File: src/rtl/fifo_collect_pkg.sv
// Shared types and width helpers for the serial-in / parallel-out collector.
// Imported by the control FSM and the datapath top.
package fifo_pkg;

  typedef enum logic {
    FILL  = 1'b0,
    STALL = 1'b1
  } collect_state_t;

  localparam int DEF_DEPTH = 8;
  localparam int CNT_W     = $clog2(DEF_DEPTH + 1);

  function automatic int cnt_width(input int depth);
    return $clog2(depth + 1);
  endfunction

endpackage

File: src/rtl/fifo_collect_if.sv
// Stream-in / frame-out handshake bundle for the collector.
// slave is the collector's view, master the producer/consumer's view.
interface fifo_collect_if #(
  parameter int BITS         = 64,
  parameter int OUTPUT_DEPTH = 8
);

  logic                              in_valid;
  logic                              in_ready;
  logic [BITS-1:0]                   d;
  logic                              out_valid;
  logic                              out_ready;
  logic [OUTPUT_DEPTH-1:0][BITS-1:0] out_array;

  modport slave (
    input  in_valid,
    input  d,
    input  out_ready,
    output in_ready,
    output out_valid,
    output out_array
  );

  modport master (
    output in_valid,
    output d,
    output out_ready,
    input  in_ready,
    input  out_valid,
    input  out_array
  );

endinterface

File: src/rtl/fifo_collect_ctrl.sv
// Collector control: FILL/STALL FSM, beat counter, frame-valid flag
// and the strobe that loads the parallel output frame.
module collect_ctrl
  import fifo_pkg::*;
#(
  parameter int DEPTH = 8,
  localparam int CW   = cnt_width(DEPTH)
) (
  input  logic          clk,
  input  logic          rst,
  input  logic          clr,
  input  logic          in_valid,
  input  logic          out_ready,
  output logic          in_ready,
  output logic          out_valid,
  output logic          accept,
  output logic          load,
  output logic [CW-1:0] fill_cnt
);

  collect_state_t state_q, state_d;
  logic [CW-1:0]  fill_cnt_q, fill_cnt_d;
  logic           out_valid_q, out_valid_d;
  logic           slot_free;
  logic           load_raw;

  assign in_ready  = (state_q == FILL);
  assign accept    = in_valid & in_ready & ~clr;
  assign slot_free = ~out_valid_q | out_ready;

  always_comb begin
    state_d    = state_q;
    fill_cnt_d = fill_cnt_q;
    load_raw   = 1'b0;
    unique case (state_q)
      FILL: begin
        if (in_valid) begin
          if (fill_cnt_q == CW'(DEPTH - 1)) begin
            if (slot_free) begin
              load_raw   = 1'b1;
              fill_cnt_d = '0;
            end else begin
              state_d    = STALL;
              fill_cnt_d = CW'(DEPTH);
            end
          end else begin
            fill_cnt_d = fill_cnt_q + CW'(1);
          end
        end
      end
      STALL: begin
        if (slot_free) begin
          load_raw   = 1'b1;
          fill_cnt_d = '0;
          state_d    = FILL;
        end
      end
      default: state_d = FILL;
    endcase

    // a new frame always wins over draining the old one
    out_valid_d = out_valid_q;
    if (load_raw)
      out_valid_d = 1'b1;
    else if (out_valid_q & out_ready)
      out_valid_d = 1'b0;

    if (clr) begin
      state_d     = FILL;
      fill_cnt_d  = '0;
      out_valid_d = 1'b0;
      load_raw    = 1'b0;
    end
  end

  assign load      = load_raw;
  assign out_valid = out_valid_q;
  assign fill_cnt  = fill_cnt_q;

  always_ff @(posedge clk) begin
    if (rst) begin
      state_q     <= FILL;
      fill_cnt_q  <= '0;
      out_valid_q <= 1'b0;
    end else begin
      state_q     <= state_d;
      fill_cnt_q  <= fill_cnt_d;
      out_valid_q <= out_valid_d;
    end
  end

endmodule

File: src/rtl/fifo_collect.sv
// Serial-in / parallel-out collector: shifts DEPTH beats per frame and
// presents the newest OUTPUT_DEPTH words as one handshaked frame.
module fifo_collect
  import fifo_pkg::*;
#(
  parameter int DEPTH        = 8,
  parameter int BITS         = 64,
  parameter int OUTPUT_DEPTH = 8,
  localparam int CW          = cnt_width(DEPTH)
) (
  input  logic          clk,
  input  logic          rst,
  input  logic          clr,
  fifo_collect_if.slave bus,
  output logic [CW-1:0] fill_cnt
);

  localparam int SKEW = DEPTH - OUTPUT_DEPTH;

  typedef logic [DEPTH-1:0][BITS-1:0]        regs_t;
  typedef logic [OUTPUT_DEPTH-1:0][BITS-1:0] frame_t;

  regs_t  regs_q, regs_d, shifted, src;
  frame_t out_array_q, out_array_d;
  logic   accept;
  logic   load;

  collect_ctrl #(
    .DEPTH (DEPTH)
  ) u_ctrl (
    .clk       (clk),
    .rst       (rst),
    .clr       (clr),
    .in_valid  (bus.in_valid),
    .out_ready (bus.out_ready),
    .in_ready  (bus.in_ready),
    .out_valid (bus.out_valid),
    .accept    (accept),
    .load      (load),
    .fill_cnt  (fill_cnt)
  );

  assign shifted = {bus.d, regs_q[DEPTH-1:1]};
  // in FILL the frame completes this cycle, in STALL it is parked in regs
  assign src     = accept ? shifted : regs_q;

  always_comb begin
    regs_d = regs_q;
    if (clr)
      regs_d = '0;
    else if (accept)
      regs_d = shifted;
  end

  always_comb begin
    out_array_d = out_array_q;
    if (load) begin
      for (int i = 0; i < OUTPUT_DEPTH; i++)
        out_array_d[i] = src[SKEW + i];
    end
  end

  assign bus.out_array = out_array_q;

  always_ff @(posedge clk) begin
    if (rst) begin
      regs_q      <= '0;
      out_array_q <= '0;
    end else begin
      regs_q      <= regs_d;
      out_array_q <= out_array_d;
    end
  end

endmodule

File: src/flat_wrapper.sv
// flat-port wrapper written by rule: the top's interface ports become plain ports
module fifo_collect_flat import fifo_pkg::*;
#(
  parameter int DEPTH        = 8,
  parameter int BITS         = 64,
  parameter int OUTPUT_DEPTH = 8,
  localparam int CW          = cnt_width(DEPTH)
)
  (clk, rst, clr, fill_cnt, bus_in_valid, bus_d, bus_out_ready, bus_in_ready, bus_out_valid, bus_out_array);
  fifo_collect_if #(.BITS(BITS), .OUTPUT_DEPTH(OUTPUT_DEPTH)) bus_i ();
  input  logic clk;
  input  logic rst;
  input  logic clr;
  output logic [CW-1:0] fill_cnt;
  input wire logic [$bits(bus_i.in_valid)-1:0] bus_in_valid;
  input wire logic [$bits(bus_i.d)-1:0] bus_d;
  input wire logic [$bits(bus_i.out_ready)-1:0] bus_out_ready;
  output wire logic [$bits(bus_i.in_ready)-1:0] bus_in_ready;
  output wire logic [$bits(bus_i.out_valid)-1:0] bus_out_valid;
  output wire logic [$bits(bus_i.out_array)-1:0] bus_out_array;
  assign bus_i.in_valid = bus_in_valid;
  assign bus_i.d = bus_d;
  assign bus_i.out_ready = bus_out_ready;
  assign bus_in_ready = bus_i.in_ready;
  assign bus_out_valid = bus_i.out_valid;
  assign bus_out_array = bus_i.out_array;
  fifo_collect #(.DEPTH(DEPTH), .BITS(BITS), .OUTPUT_DEPTH(OUTPUT_DEPTH)) u_core (.clk(clk), .rst(rst), .clr(clr), .bus(bus_i), .fill_cnt(fill_cnt));
endmodule
File: config.mk
export PLATFORM = sky130hd
export DESIGN_NAME = fifo_collect_flat
export DESIGN_NICKNAME = d
export VERILOG_FILES = /design/src/rtl/fifo_collect_pkg.sv /design/src/rtl/fifo_collect_if.sv /design/src/rtl/fifo_collect_ctrl.sv /design/src/rtl/fifo_collect.sv /design/src/flat_wrapper.sv
export SDC_FILE = /design/constraint.sdc
export NUM_CORES = 2
export LEC_CHECK = 0
export CAP_MARGIN = 20
export CORE_MARGIN = 4
export CORE_UTILIZATION = 45
export CTS_CLUSTER_SIZE = 16
export DETAILED_ROUTE_END_ITERATION = 16
export PLACE_DENSITY = 0.79
export RECOVER_POWER = 50
export SYNTH_ARGS = -nofsm -noshare
export SYNTH_HDL_FRONTEND = slang
export SYNTH_SLANG_ARGS = --single-unit
File: constraint.sdc
create_clock -name clk -period 2.65 [get_ports clk]
set_input_delay 0.53 -clock clk [delete_from_list [all_inputs] [get_ports clk]]
set_output_delay 0.53 -clock clk [all_outputs]
set_load 0.005 [all_outputs]
==> results.md <==
* Status: completed
* Cell taking the most area after synthesis: dfxtp_1
* FMAX at 0.4029 GHz
* Die Wd at 286.4 um
* CTS Buf Count at 103
* Max Cap Viol at 0
* DR DRC count at 0
* Post-layout instance count excluding filler cells at 5043
* Worst setup SP type: input port
* CTS Hold Bufs at 0
* Hpwl dp at 71810 um
* IO Port Bufs at 586
* Minimum clock period at 2.482 ns
* Hold Fails Final Rpt at 0
* Share of the synthesized area in the top cell type at 59.10%
* Antenna Cells at 0
* Share of cells above drive strength 1 at 7.625%
* Most area-consuming cells after synthesis: dfxtp_1 59%, mux2i_1 15%, nor2_1 11%
* Routed wire length at 100400 um
* WS Path Type: input port to register
* Syn Area/Cell at 10.29 sq um
* # H-tree levels at 3
* Max Clock Skew at 0.03529 ns
* DRT Pass-1 Iters at 5
* Net count after synthesis at 3462
* GRT Total Usage at 23.55%
* Register-to-register setup slack at 0.22 ns
* Clk buf depth at 3
* Fin nets at 4002
* Power Density at 698.2 nW/um^2
* Die Footprint at 82050 sq um
* CTS root buf: clkbuf_16
* Largest net degree at the start of global routing at 168
* Synth warnings at 0
* Reg-to-reg critical path startpoint: u_core.u_ctrl.state_q$_SDFF_PP0_
* Setup TNS at 0 ns
* Final Cell Area at 46220 sq um
* Worst setup startpoint: clr
* Post-synthesis register bit count at 1030
* # IOs at 587
* CP arrival at 3.00 ns
* Tot Pwr at 0.03227 W
* Initial antenna violation count at 0
* Post-Synthesis Cell Area at 34890 sq um
* Final Max Slew Viols at 0
* Crit. End Element: register
* Most common cell after layout, fill and taps aside: dfxtp_1
* Post-Synthesis Cells at 3392
* Worst endpoint required time at 3.17 ns
* Final Setup Violations at 0
* Worst VDD drop at 0.0006573 V
* Vias in the first global route at 25780
* Post-DP Area at 42580 sq um
* Buffer count from post-CTS setup fixing at 0
* Filler Cell Count at 6068
* P_leak at 16.58 nW
* Worst slew pin tran at 1.168 ns
* Core box area at 76450 sq um
* Final ANT Viol Nets at 0
* CTS tree: yes
* Reg2reg path depth at 6
* Inst Count DP at 4857
* Worst Path Max Fanout at 42
* Crit Reg-Reg Endpoint: u_core.bus.out_array[279]$_SDFFE_PP0P_
* Core Rows at 101
* Via density at 5.178
* Setup crit end: u_core.regs_q[31]$_SDFF_PP0_
* GRT overflow at 0
* Unrepaired setup endpoints after global routing: false
* GPL Wtd Cong at 0.8345
* Global-route wire length before repair at 152500 um
* Die Ht at 286.4 um
* CTS sink count at 1030
* Via count at 26110
* Most frequent cells in the layout: 1030 x dfxtp_1, 1028 x nor2_1, 513 x mux2i_1, 513 x a211oi_1, 330 x clkdlybuf4s50_1
* Synth unique cells at 26
* Hold Crit Class: input port to register
* Clock-pin slew on the worst setup and hold paths at 0.06 ns
* # resized after CTS at 0
* Iter 0 DRT Violations at 1499
* Worst hold slack at 0.2663 ns
* Final period util at 93.66%
* Seq/Total Area, Yosys at 59.10%
* Initial Utilization at 45.63%
* Slew margin rel. at 22.15%
* Clock Latency Late Sink at 0.67 ns
* Layout overhead on the synthesized area at 32.49%
* Avg WL per Cell at 19.91 um
worst max-delay path, stage by stage:
cell and delay, ns:
clkdlybuf4s50_1 0.62, or2_0 0.93, buf_6 0.49, clkbuf_1 0.31, nor2_1 0.09
kinds of logic (layout without fill, tap and decap cells):
kind of cell | Yosys count | in the layout | share of synthesized area, %
and+or+nand+nor | 1038 | 1038 | 11.24
DFF | 1030 | 1030 | 59.10
buffers and inverters | 286 | 907 | 3.629
adders and majority gates | 1 | 1 | 0.03586
muxes | 513 | 513 | 14.72
AOI/OAI and AO/OA | 524 | 524 | 11.28
through the flow:
stage / setup slack (ns) / util, %
2_1_floorplan: 0.6994 / -
3_3_place_gp: 0.08660 / 55.70
3_5_place_dp: 0.02811 / 55.70
4_1_cts: 0.3023 / 60.63
5_1_grt: 0.06495 / 60.46
6_report: 0.1681 / 60.46
report_power, final:
| part | total (W) | leakage (nW) | switching, W | internal [W] |
|---|---|---|---|---|
| registers | 0.0155 | 8.29 | 0.0000196 | 0.0155 |
| clock network | 0.0158 | 1.85 | 0.00627 | 0.00952 |
| logic | 0.000950 | 6.43 | 0.000568 | 0.000382 |
| total | 0.0323 | 16.6 | 0.00686 | 0.0254 |
cell usage after synthesis:
| master | count |
|---|---|
| or2_2 | 1 |
| buf_1 | 2 |
| nand2_1 | 1 |
| a21o_1 | 1 |
| o2111ai_1 | 1 |
| and2_1 | 1 |
| a31oi_1 | 1 |
| a32oi_1 | 2 |
| dfxtp_1 | 1030 |
| mux2i_1 | 513 |
| a211oi_1 | 513 |
| ha_1 | 1 |
| nor2_2 | 1 |
| clkbuf_1 | 128 |
| a21oi_1 | 3 |
| nor2b_1 | 1 |
| a211o_1 | 1 |
| nor2_1 | 1028 |
| buf_2 | 154 |
| inv_1 | 2 |
| nor3_1 | 1 |
| nand4_1 | 1 |
| nand2b_1 | 2 |
| a221oi_2 | 1 |
| nand4b_1 | 1 |
| o21ai_0 | 1 |
flip-flops by register name, summed over array words and instances (netlist names):
| name | count |
|---|---|
| u_core.regs_q | 512 |
| u_core.bus.out_array | 512 |
| u_core.u_ctrl.state_q | 1 |
| u_core.u_ctrl.out_valid | 1 |
| u_core.u_ctrl.fill_cnt | 4 |
layout make-up:
cell class / count / area [sq um] / area share, %
Multi-Input combinational cell: 2076 / 13020 / 28.16
Tap cell: 1030 / 1289 / 2.788
Clock buffer: 141 / 3032 / 6.559
Sequential cell: 1030 / 20620 / 44.61
Timing Repair Buffer: 719 / 7518 / 16.27
Clock inverter: 45 / 738.2 / 1.597
Inverter: 2 / 7.507 / 0.01624
per-layer routing:
metal	routed length [um]	GRT usage [%]	vias up
li1	-	-	12840
met1	39440	27.14	12420
met3	6007	6.052	225
met4	4792	10.56	0
met2	50140	41.19	635
met5	0	0	-
worst min-delay path by stage:
stage                                             from                                endpoint  cells past startpoint
after floorplan           u_core.regs_q[28]$_SDFF_PP0_            u_core.regs_q[28]$_SDFF_PP0_                      2
after global placement    u_core.regs_q[17]$_SDFF_PP0_            u_core.regs_q[17]$_SDFF_PP0_                      2
after detailed placement  u_core.regs_q[17]$_SDFF_PP0_            u_core.regs_q[17]$_SDFF_PP0_                      2
after CTS                                          rst  u_core.bus.out_array[397]$_SDFFE_PP0P_                      2
after global routing                               rst  u_core.bus.out_array[271]$_SDFFE_PP0P_                      2
final                                              rst  u_core.bus.out_array[272]$_SDFFE_PP0P_                      2
Note: power is estimated with default switching activity, not from simulation.
